--- src/rtl/ex_muldiv_pkg.sv ---
// Shared definitions for the EX-stage multiply/divide unit: operation codes,
// FSM state encoding and the iteration counter width helper.
package ex_muldiv_pkg;

    localparam logic [2:0] OP_NOP   = 3'd0;
    localparam logic [2:0] OP_MULT  = 3'd1;
    localparam logic [2:0] OP_MULTU = 3'd2;
    localparam logic [2:0] OP_DIV   = 3'd3;
    localparam logic [2:0] OP_DIVU  = 3'd4;
    localparam logic [2:0] OP_MTHI  = 3'd5;
    localparam logic [2:0] OP_MTLO  = 3'd6;
    localparam logic [2:0] OP_RSVD  = 3'd7;

    typedef enum logic [1:0] {
        ST_IDLE = 2'd0,
        ST_RUN  = 2'd1,
        ST_FIX  = 2'd2
    } state_t;

    // The counter must hold NB_DATA itself, hence the +1.
    function automatic int cnt_width(input int nb_data);
        return $clog2(nb_data + 1);
    endfunction

endpackage

--- src/rtl/ex_muldiv_if.sv ---
// Issue/result bundle between ID/EX, the hazard unit and the multiply/divide unit.
interface ex_muldiv_if #(
    parameter int NB_DATA = 32,
    parameter int NB_OP   = 3
);
    logic               i_start;
    logic [NB_OP-1:0]   i_op;
    logic [NB_DATA-1:0] i_data_1;
    logic [NB_DATA-1:0] i_data_2;
    logic               i_flush;
    logic               o_busy;
    logic               o_done;
    logic [NB_DATA-1:0] o_hi;
    logic [NB_DATA-1:0] o_lo;

    modport master (
        output i_start, i_op, i_data_1, i_data_2, i_flush,
        input  o_busy, o_done, o_hi, o_lo
    );

    modport slave (
        input  i_start, i_op, i_data_1, i_data_2, i_flush,
        output o_busy, o_done, o_hi, o_lo
    );
endinterface

--- src/rtl/ex_muldiv_iter.sv ---
// One iteration of the shift-add multiplier or restoring divider, working on
// unsigned magnitudes. The accumulator layout is {upper, lower}:
//   multiply: upper = partial product, lower = remaining multiplier bits
//   divide:   upper = partial remainder, lower = dividend bits / quotient bits
module ex_muldiv_iter #(
    parameter int NB_DATA = 32
) (
    input  logic                 is_div,
    input  logic [2*NB_DATA-1:0] acc,
    input  logic [NB_DATA-1:0]   operand,
    output logic [2*NB_DATA-1:0] acc_next
);

    logic [NB_DATA:0] mul_sum;
    logic [NB_DATA:0] div_trial;
    logic [NB_DATA:0] div_diff;

    // Compute both candidate steps and select by operation; the divider keeps
    // the trial remainder only when the subtraction does not borrow.
    always_comb begin
        mul_sum   = {1'b0, acc[2*NB_DATA-1:NB_DATA]}
                  + {1'b0, (acc[0] ? operand : {NB_DATA{1'b0}})};
        div_trial = acc[2*NB_DATA-1:NB_DATA-1];
        div_diff  = div_trial - {1'b0, operand};
        acc_next  = {mul_sum, acc[NB_DATA-1:1]};
        if (is_div) begin
            if (!div_diff[NB_DATA]) begin
                acc_next = {div_diff[NB_DATA-1:0], acc[NB_DATA-2:0], 1'b1};
            end else begin
                acc_next = {div_trial[NB_DATA-1:0], acc[NB_DATA-2:0], 1'b0};
            end
        end
    end

endmodule

--- src/rtl/ex_muldiv.sv ---
// Multi-cycle multiply/divide unit owning HI/LO. Signed operations run on
// magnitudes and get their signs restored in the FIX state.
module ex_muldiv
    import ex_muldiv_pkg::*;
#(
    parameter int NB_DATA = 32,
    parameter int NB_OP   = 3
) (
    input  logic i_clk,
    input  logic i_reset,
    ex_muldiv_if.slave bus
);

    localparam int CNT_W = cnt_width(NB_DATA);

    state_t               state;
    state_t               next_state;
    logic [CNT_W-1:0]     cnt;
    logic [2*NB_DATA-1:0] acc;
    logic [2*NB_DATA-1:0] acc_next;
    logic [NB_DATA-1:0]   operand;
    logic                 op_is_div;
    logic                 sign_a;
    logic                 sign_b;
    logic [NB_DATA-1:0]   hi_q;
    logic [NB_DATA-1:0]   lo_q;
    logic                 done_q;

    logic                 issue_ok;
    logic                 op_mult;
    logic                 op_multu;
    logic                 op_div;
    logic                 op_divu;
    logic                 op_mthi;
    logic                 op_mtlo;
    logic                 iter_op;
    logic                 signed_op;
    logic [NB_DATA-1:0]   mag_1;
    logic [NB_DATA-1:0]   mag_2;

    logic [2*NB_DATA-1:0] product;
    logic [NB_DATA-1:0]   quotient;
    logic [NB_DATA-1:0]   remainder;
    logic [NB_DATA-1:0]   res_hi;
    logic [NB_DATA-1:0]   res_lo;

    assign issue_ok  = (state == ST_IDLE) && bus.i_start && !bus.i_flush;
    assign op_mult   = (bus.i_op == NB_OP'(OP_MULT));
    assign op_multu  = (bus.i_op == NB_OP'(OP_MULTU));
    assign op_div    = (bus.i_op == NB_OP'(OP_DIV));
    assign op_divu   = (bus.i_op == NB_OP'(OP_DIVU));
    assign op_mthi   = (bus.i_op == NB_OP'(OP_MTHI));
    assign op_mtlo   = (bus.i_op == NB_OP'(OP_MTLO));
    assign iter_op   = op_mult | op_multu | op_div | op_divu;
    assign signed_op = op_mult | op_div;
    assign mag_1     = (signed_op && bus.i_data_1[NB_DATA-1]) ? -bus.i_data_1 : bus.i_data_1;
    assign mag_2     = (signed_op && bus.i_data_2[NB_DATA-1]) ? -bus.i_data_2 : bus.i_data_2;

    ex_muldiv_iter #(
        .NB_DATA (NB_DATA)
    ) u_iter (
        .is_div   (op_is_div),
        .acc      (acc),
        .operand  (operand),
        .acc_next (acc_next)
    );

    // State register; reset may land mid-operation and always returns to IDLE.
    always_ff @(posedge i_clk or posedge i_reset) begin
        if (i_reset) begin
            state <= ST_IDLE;
        end else begin
            state <= next_state;
        end
    end

    // Next-state decode: issue starts RUN, the last iteration moves to FIX,
    // and flush abandons any in-flight operation.
    always_comb begin
        next_state = state;
        case (state)
            ST_IDLE: if (issue_ok && iter_op) next_state = ST_RUN;
            ST_RUN: begin
                if (bus.i_flush) begin
                    next_state = ST_IDLE;
                end else if (cnt == CNT_W'(1)) begin
                    next_state = ST_FIX;
                end
            end
            ST_FIX:  next_state = ST_IDLE;
            default: next_state = ST_IDLE;
        endcase
    end

    // Sign restoration and divide-by-zero override applied to the final accumulator.
    always_comb begin
        product   = (sign_a ^ sign_b) ? -acc : acc;
        quotient  = (sign_a ^ sign_b) ? -acc[NB_DATA-1:0] : acc[NB_DATA-1:0];
        remainder = sign_a ? -acc[2*NB_DATA-1:NB_DATA] : acc[2*NB_DATA-1:NB_DATA];
        res_hi    = product[2*NB_DATA-1:NB_DATA];
        res_lo    = product[NB_DATA-1:0];
        if (op_is_div) begin
            res_hi = remainder;
            res_lo = (operand == '0) ? {NB_DATA{1'b1}} : quotient;
        end
    end

    // Operand capture, per-cycle iteration, HI/LO writes and the done pulse.
    always_ff @(posedge i_clk or posedge i_reset) begin
        if (i_reset) begin
            cnt       <= '0;
            acc       <= '0;
            operand   <= '0;
            op_is_div <= 1'b0;
            sign_a    <= 1'b0;
            sign_b    <= 1'b0;
            hi_q      <= '0;
            lo_q      <= '0;
            done_q    <= 1'b0;
        end else begin
            done_q <= 1'b0;
            case (state)
                ST_IDLE: begin
                    if (issue_ok && iter_op) begin
                        op_is_div <= op_div | op_divu;
                        sign_a    <= signed_op & bus.i_data_1[NB_DATA-1];
                        sign_b    <= signed_op & bus.i_data_2[NB_DATA-1];
                        cnt       <= CNT_W'(NB_DATA);
                        if (op_div || op_divu) begin
                            acc     <= {{NB_DATA{1'b0}}, mag_1};
                            operand <= mag_2;
                        end else begin
                            acc     <= {{NB_DATA{1'b0}}, mag_2};
                            operand <= mag_1;
                        end
                    end else if (issue_ok && op_mthi) begin
                        hi_q <= bus.i_data_1;
                    end else if (issue_ok && op_mtlo) begin
                        lo_q <= bus.i_data_1;
                    end
                end
                ST_RUN: begin
                    if (bus.i_flush) begin
                        cnt <= '0;
                    end else begin
                        acc <= acc_next;
                        cnt <= cnt - CNT_W'(1);
                    end
                end
                ST_FIX: begin
                    if (!bus.i_flush) begin
                        hi_q   <= res_hi;
                        lo_q   <= res_lo;
                        done_q <= 1'b1;
                    end
                end
                default: cnt <= '0;
            endcase
        end
    end

    assign bus.o_busy = (state != ST_IDLE);
    assign bus.o_done = done_q;
    assign bus.o_hi   = hi_q;
    assign bus.o_lo   = lo_q;

endmodule

--- src/flat_wrapper.sv ---
// flat-port wrapper written by rule: the top's interface ports become plain ports
module ex_muldiv_flat import ex_muldiv_pkg::*;
#(
    parameter int NB_DATA = 32,
    parameter int NB_OP   = 3
)
  (i_clk, i_reset, bus_i_start, bus_i_op, bus_i_data_1, bus_i_data_2, bus_i_flush, bus_o_busy, bus_o_done, bus_o_hi, bus_o_lo);
  ex_muldiv_if #(.NB_DATA(NB_DATA), .NB_OP(NB_OP)) bus_i ();
  input  logic i_clk;
  input  logic i_reset;
  input wire logic [$bits(bus_i.i_start)-1:0] bus_i_start;
  input wire logic [$bits(bus_i.i_op)-1:0] bus_i_op;
  input wire logic [$bits(bus_i.i_data_1)-1:0] bus_i_data_1;
  input wire logic [$bits(bus_i.i_data_2)-1:0] bus_i_data_2;
  input wire logic [$bits(bus_i.i_flush)-1:0] bus_i_flush;
  output wire logic [$bits(bus_i.o_busy)-1:0] bus_o_busy;
  output wire logic [$bits(bus_i.o_done)-1:0] bus_o_done;
  output wire logic [$bits(bus_i.o_hi)-1:0] bus_o_hi;
  output wire logic [$bits(bus_i.o_lo)-1:0] bus_o_lo;
  assign bus_i.i_start = bus_i_start;
  assign bus_i.i_op = bus_i_op;
  assign bus_i.i_data_1 = bus_i_data_1;
  assign bus_i.i_data_2 = bus_i_data_2;
  assign bus_i.i_flush = bus_i_flush;
  assign bus_o_busy = bus_i.o_busy;
  assign bus_o_done = bus_i.o_done;
  assign bus_o_hi = bus_i.o_hi;
  assign bus_o_lo = bus_i.o_lo;
  ex_muldiv #(.NB_DATA(NB_DATA), .NB_OP(NB_OP)) u_core (.i_clk(i_clk), .i_reset(i_reset), .bus(bus_i));
endmodule
--- config.mk ---
export PLATFORM = sky130hd
export DESIGN_NAME = ex_muldiv_flat
export DESIGN_NICKNAME = d
export VERILOG_FILES = /design/src/rtl/ex_muldiv_pkg.sv /design/src/rtl/ex_muldiv_if.sv /design/src/rtl/ex_muldiv_iter.sv /design/src/rtl/ex_muldiv.sv /design/src/flat_wrapper.sv
export SDC_FILE = /design/constraint.sdc
export NUM_CORES = 1
export LEC_CHECK = 0
export BUFFER_PORTS_ARGS = -buffer_cell sky130_fd_sc_hd__buf_2
export CORE_ASPECT_RATIO = 0.8
export CORE_UTILIZATION = 67
export CTS_CLUSTER_SIZE = 12
export DETAILED_ROUTE_END_ITERATION = 8
export PLACE_DENSITY = 0.88
export SYNTH_ARGS = -nofsm -noshare
export SYNTH_HDL_FRONTEND = slang
export SYNTH_HIERARCHICAL = 1
export SYNTH_SLANG_ARGS = --single-unit
--- constraint.sdc ---
create_clock -name i_clk -period 15.13 [get_ports i_clk]
set_clock_uncertainty 0.2 [all_clocks]
set_input_delay 3.026 -clock i_clk [delete_from_list [all_inputs] [get_ports i_clk]]
set_output_delay 3.026 -clock i_clk [all_outputs]
set_load 0.02 [all_outputs]
==> impl_metrics.yaml, run 1 <==
grt:
  grt_max_degree: 73
  track_usage_pct: 47.66
  gr-total-overflow: 0
  antenna_found_initial: 2
  grt_pass1_wl_microns: 84320
  grt_pass1_vias: 14760
placement:
  place.gp.congestion: 1.045
  pre_cts_ws_ns: 9.059
  dp_hpwl_microns: 41170
  dpl.cell_count: 2357
  portBuffers: 136
  post_dp_cell_area_sq_um: 16230
final_layout:
  num_antenna_cells: 0
  nNetsFinal: 2213
  drive_above_1_share_pct: 12.43
  final_area_sq_um: 16800
  area_delta_synth_final_pct: 9.028
  final_core_util_pct: 74.68
  stdcell_count: 2389
  fillers: 1776
power_and_ir_drop:
  leakage_nw: 7.528
  cellPowerDensity_nw_per_um2: 145.7
  finalPower_mw: 2.448
  ir_drop_uv: 87.57
route:
  firstDrtPassIters: 7
  vias_per_cell: 7.032
  wl_per_cell_microns: 23.51
  route.vias.total: 16800
  dr.first_iter.drc_count: 2731
  wirelength_microns: 56180
  ant_nets: 0
  remaining_drc_errors: 0
cts:
  cts.htree.levels: 4
  cts_setup_buffers: 0
  root_buffer: "clkbuf_16"
  clkSinkCount: 172
  clkLatencyLatePin_ns: 0.45
  tritoncts: "yes"
  cts_buffer_depth: 2
  hold_buffers: 0
  path_clk_slew_ns: 0.07
  cts_resized: 0
  numCtsBuffers: 17
synthesis:
  synth_area_per_cell_sq_um: 7.679
  synthXorXnorAreaFrac_pct: 10.23
  synth-seq-area-share_pct: 27.93
  synth_warnings: 6
  synth-compound-area-share_pct: 23.70
  synth_fp_nets: 2150
  synth_edf_count: 0
  yosysUniqueCellTypes: 88
  synth_fa_ha_area_share_pct: 5.943
  synthMuxAreaShare_pct: 3.321
  synth_top_family_by_area: "simple AND/OR/NAND/NOR gates"
  synth_area_sq_um: 15410
  yosys.area_share.simple_pct: 24.33
  netlist_instances: 2007
  ys_ff_latch: 172
  synth_flop_cell: "dfrtp_1"
  synthArstFlopShare_pct: 100.0
floorplan:
  die_x_microns: 171.6
  ios: 137
  core_area_sq_um: 22500
  start_util_pct: 68.49
  dieArea_sq_um: 23620
  rows: 49
  die_y_microns: 137.7
run_status:
  status: "finished, final reports clean"
job:
  cap_violations: 0
worst_setup_path:
  endpoint: "u_core/bus.o_hi[29]"
  cp_slowest_cell: "inv_1"
  crit_arrival_ns: 5.93
  critical_path_class: "in2reg"
  r2r_end: "u_core/acc[62]"
  cp-start-kind: "input pin"
  critPathMaxStageDelay_ns: 0.80
  critPathLaunch: "bus_i_flush"
  r2r_start: "u_core/acc[0]"
  r2r_setup_slack_ns: 10.59
  path_max_fanout: 26
  rr_worst_depth: 13
  critPathCaptureType: "flop"
  required_ns: 15.24
  crit_chain: "buf_2 > nor2_1 > o21a_1 > buf_4 > nand2_1 > inv_1 > nand3_1 > nand2b_1 > a21oi_1 > nor4_1"
timing:
  fmax_mhz: 172.0
  rsz0062_at_grt: "no"
  setup_violations: 0
  fin_crit_ns: 5.814
  hold_violations: 0
  final.setup.tns_ns: 0
  period_share_pct: 38.43
  finalHoldWorstSlack_ns: 0.2784
  tightest_slew_ns: 1.296
  layout_setup_ws_ns: 9.316
  relSlewSlack_pct: 13.33
  final-max-slew-violation-count: 0
min_path:
  hp-start: "u_core/bus.o_lo[10]"
  whs_path_depth: 2
  hold_class: "reg2reg"
cell type report:
class / instances / area, sq um / area share, %
tap: 306 / 382.9 / 2.279
sequential: 172 / 4308 / 25.64
clock buffer: 18 / 429.2 / 2.554
inverter: 66 / 252.7 / 1.504
multi-input combinational: 1656 / 10450 / 62.16
timing repair buffer: 157 / 838.3 / 4.989
clock inverter: 14 / 146.4 / 0.8712
cells in the final DEF (no fill, tap or decap), drive strengths merged, types with 6 or more instances in the layout:
| cell type | Yosys | final |
|---|---|---|
| nand3 | 75 | 75 |
| nor3b | 8 | 8 |
| o21ai | 143 | 143 |
| ha | 70 | 70 |
| inv | 66 | 75 |
| a21oi | 144 | 144 |
| a22oi | 6 | 6 |
| o41ai | 13 | 13 |
| nand2 | 287 | 287 |
| or4 | 11 | 11 |
| a211oi | 14 | 14 |
| o31ai | 18 | 18 |
| nand3b | 6 | 6 |
| nor2 | 168 | 168 |
| o211ai | 18 | 18 |
| mux2 | 33 | 33 |
| nand4 | 14 | 14 |
| nor2b | 12 | 12 |
| o21bai | 10 | 10 |
| nor4 | 30 | 30 |
| buf | 20 | 157 |
| a31oi | 51 | 51 |
| dfrtp | 172 | 172 |
| or2 | 11 | 11 |
| nor4b | 6 | 6 |
| and3 | 30 | 30 |
| xnor2 | 94 | 94 |
| xor2 | 83 | 83 |
| mux2i | 14 | 14 |
| o21a | 10 | 10 |
| o22ai | 34 | 34 |
| o221ai | 33 | 33 |
| or3 | 20 | 20 |
| nor3 | 54 | 54 |
| clkbuf | 93 | 18 |
| and2 | 37 | 37 |
| a21o | 26 | 26 |
| nand2b | 16 | 16 |
how the worst min path moves through the flow:
stage                               end
global route         u_core/bus.o_lo[1]
floorplan            u_core/operand[22]
detailed placement  u_core/bus.o_lo[29]
global placement    u_core/bus.o_lo[29]
finish              u_core/bus.o_lo[10]
CTS                 u_core/bus.o_lo[10]
critical path: cells and delay by family:
family	cells	cell delay, ns
AND/OR/NAND/NOR	5	1.31
buffers and inverters	3	1.21
AO/OA/AOI/OAI	2	0.36
synth_stat cells, drive strengths merged, types with 8 or more instances:
cell      n  share of area (%)
a211oi   14               0.75
a21o     26                1.3
a21oi   144                4.8
a31oi    51                2.2
and2     37                1.5
and3     30                1.2
buf      20               0.67
clkbuf   93                2.3
dfrtp   172                 28
ha       70                5.7
inv      66                1.6
mux2     33                2.4
mux2i    14               0.91
nand2   287                7.0
nand2b   16               0.65
nand3    75                2.4
nand4    14               0.57
nor2    168                4.1
nor2b    12               0.49
nor3     54                1.8
nor3b     8               0.39
nor4     30                1.4
o211ai   18               0.88
o21a     10               0.49
o21ai   143                4.7
o21bai   10               0.49
o221ai   33                1.9
o22ai    34                1.4
o31ai    18               0.88
o41ai    13               0.79
or2      11               0.46
or3      20               0.81
or4      11               0.56
xnor2    94                5.4
xor2     83                4.8
kinds of logic (layout without fill, tap and decap cells):
logic type / count (synthesis) / in the layout
buffers and inverters: 179 / 255
adders and majority gates: 72 / 72
AOI/OAI and AO/OA: 569 / 569
muxes: 47 / 47
and+or+nand+nor: 791 / 791
DFF: 172 / 172
xor gates and xnor gates: 177 / 177
per-layer routing:
metal | wire (microns) | share of wire (%) | global-route usage, % | up-vias
met5 | 0 | 0 | 0 | -
met3 | 9321 | 17 | 19.85 | 225
met2 | 21870 | 39 | 64.62 | 1428
li1 | - | - | - | 7376
met4 | 2931 | 5.2 | 22.22 | 0
met1 | 22050 | 39 | 64.88 | 7770
registers in the layout, summed over array words and instances, names as in the netlist, 2 cells and up:
name / cells
u_core/acc: 64
u_core/bus.o_hi: 32
u_core/bus.o_lo: 32
u_core/cnt: 6
u_core/operand: 32
u_core/state: 2
power by group:
part	total (mW)	switching, mW	leakage, nW	internal (mW)
Combinational	1.21	0.742	5.09	0.471
Clock	0.451	0.230	0.280	0.221
Sequential	0.783	0.206	2.16	0.578
No activity file was read; power rests on OpenSTA's default activity.
==> run 2, diff against run 1 <==
--- a/config.mk
+++ b/config.mk
@@ -7,10 +7,10 @@
 export LEC_CHECK = 0
 export BUFFER_PORTS_ARGS = -buffer_cell sky130_fd_sc_hd__buf_2
 export CORE_ASPECT_RATIO = 0.8
-export CORE_UTILIZATION = 67
+export CORE_UTILIZATION = 62
 export CTS_CLUSTER_SIZE = 12
 export DETAILED_ROUTE_END_ITERATION = 8
-export PLACE_DENSITY = 0.88
+export PLACE_DENSITY = 0.83
 export SYNTH_ARGS = -nofsm -noshare
 export SYNTH_HDL_FRONTEND = slang
 export SYNTH_HIERARCHICAL = 1
==> constraint.sdc (replaced) <==
create_clock -name i_clk -period 5.65 [get_ports i_clk]
set_clock_uncertainty 0.2 [all_clocks]
set_input_delay 1.13 -clock i_clk [delete_from_list [all_inputs] [get_ports i_clk]]
set_output_delay 1.13 -clock i_clk [all_outputs]
set_load 0.02 [all_outputs]
==> run 2 against run 1 <==
- via count decreased by 0.37%
- sequential share of layout area is 0.12 points lower
- global-route usage decreased by 3.3 points
- hold slack got worse by 0.00091 ns
- total power rose to 2.7 times the previous value
- sequential power grew to 2.6 times the previous value
- combinational power rose to 2.7 times the previous value
- die area is 8.0% higher
- critical path type is now reg2reg
==> impl_metrics.yaml, run 2 (synthesis gave the netlist of run 1 again) <==
worst_setup_path:
  cp-start-kind: "flop"
  cpMostUsedCell: "nand2_1"
  critPathMaxStageDelay_ns: 1.25
  critPathCaptureType: "flop"
  required_ns: 5.83
  path_max_fanout: 9
  cp_slowest_cell: "a2111oi_0"
  critical_path_class: "reg2reg"
  path_buf_inv: 0
  crit_arrival_ns: 4.41
  cp_top_family: "compound AO/OA/AOI/OAI gates"
  crit_chain: "ha_1 > nor2b_1 > o2111ai_1 > a2111oi_0 > nor4b_1 > o211ai_1 > a311oi_1 > xnor2_1 > nand2_1 > a32oi_1 > nand3_1 > nand2_1"
grt:
  grt_max_degree: 173
  gr-total-overflow: 0
  antenna_found_initial: 0
  grt_pass1_vias: 14480
  grt_pass1_wl_microns: 85030
  track_usage_pct: 44.40
floorplan:
  start_util_pct: 63.22
  die_y_microns: 143.0
  ios: 137
  core_area_sq_um: 24380
  die_x_microns: 178.3
  rows: 51
  dieArea_sq_um: 25500
final_layout:
  largest_reg_flops: 64
  top_register: "u_core/acc"
  fillers: 2102
  drive_above_1_share_pct: 12.81
  final_area_sq_um: 16880
  final_cell_mix: "nand2_1 (287), dfrtp_1 (171), nor2_1 (168)"
  area_delta_synth_final_pct: 9.531
  nNetsFinal: 2222
  final_common_cell: "nand2_1"
  stdcell_count: 2411
route:
  route.vias.total: 16740
  wl_per_cell_microns: 23.57
  remaining_drc_errors: 0
  firstDrtPassIters: 6
  vias_per_cell: 6.942
  wirelength_microns: 56820
  ant_nets: 0
  dr.first_iter.drc_count: 2863
cts:
  cts_resized: 0
  root_buffer: "clkbuf_16"
  clkSinkCount: 172
  tritoncts: "yes"
  path_clk_slew_ns: 0.07
  cts.htree.levels: 4
  clkLatencyLatePin_ns: 0.45
  cts_setup_buffers: 0
  hold_buffers: 0
  numCtsBuffers: 17
  cts_buffer_depth: 2
timing:
  setup_violations: 0
  fin_crit_ns: 4.223
  final-max-slew-violation-count: 0
  finalHoldWorstSlack_ns: 0.2775
  period_share_pct: 74.75
  relSlewSlack_pct: 3.216
  rsz0062_at_grt: "no"
  tightest_slew_ns: 1.415
  final.setup.tns_ns: 0
  hold_violations: 0
  fmax_mhz: 236.8
power_and_ir_drop:
  leakage_nw: 7.566
  ir_drop_uv: 235.1
  cellPowerDensity_nw_per_um2: 384.4
placement:
  portBuffers: 136
  place.gp.congestion: 0.9823
  dpl.cell_count: 2378
  dp_hpwl_microns: 42490
  post_dp_cell_area_sq_um: 16320
min_path:
  hold_class: "reg2reg"
run_status:
  status: "finished, final reports clean"
job:
  cap_violations: 0
## run 2: through the flow
stage | total power, mW | utilization (%) | worst slack (ns)
after floorplan | 4.224 | - | 2.123
after global placement | 5.147 | 66.95 | 1.614
after detailed placement | 5.214 | 66.95 | 1.439
after CTS | 6.358 | 69.24 | 1.637
after global routing | 6.842 | 69.24 | 1.258
final | 6.488 | 69.25 | 1.427
## run 2: cell type report
cell class / instances / area (sq um) / share of cell area [%]
multi-input combinational: 1656 / 10450 / 61.88
sequential: 172 / 4308 / 25.52
timing repair buffer: 166 / 918.4 / 5.441
clock buffer: 21 / 470.5 / 2.787
tap: 318 / 397.9 / 2.357
inverter: 66 / 251.5 / 1.490
clock inverter: 11 / 86.33 / 0.5115
antenna: 1 / 2.502 / 0.01482
## run 2: report_power, final
part	internal [mW]	total, mW	switching [mW]	leakage (nW)
registers	1.55	2.07	0.522	2.16
clock network	0.602	1.15	0.545	0.270
logic	1.27	3.27	2.00	5.13
## run 2: worst min-delay path: stages (launching register included)
cell and delay, ns:
dfrtp_1 0.34, nand2_1 0.04, o21ai_0 0.06
## run 2: per-layer routing
layer  up-vias  wire, microns  GRT usage (%)
met1      7863          23470          63.64
met2      1310          22340          60.74
li1       7414              -              -
met5         -              0              0
met3       150           8700          15.18
met4         0           2305          16.73
## run 2: worst paths after layout
kind | slack [ns] | from | cells after the start | endpoint
max | 1.43 | u_core/acc[32] | 12 | u_core/acc[63]
min | 0.28 | u_core/bus.o_lo[15] | 2 | u_core/bus.o_lo[15]
max reg2reg | 1.43 | u_core/acc[32] | 12 | u_core/acc[63]
min reg2reg | 0.28 | u_core/bus.o_lo[15] | 2 | u_core/bus.o_lo[15]
max in group asynchronous | 3.62 | i_reset | 3 | u_core/op_is_div
min in group asynchronous | 0.69 | i_reset | 3 | u_core/bus.o_lo[25]
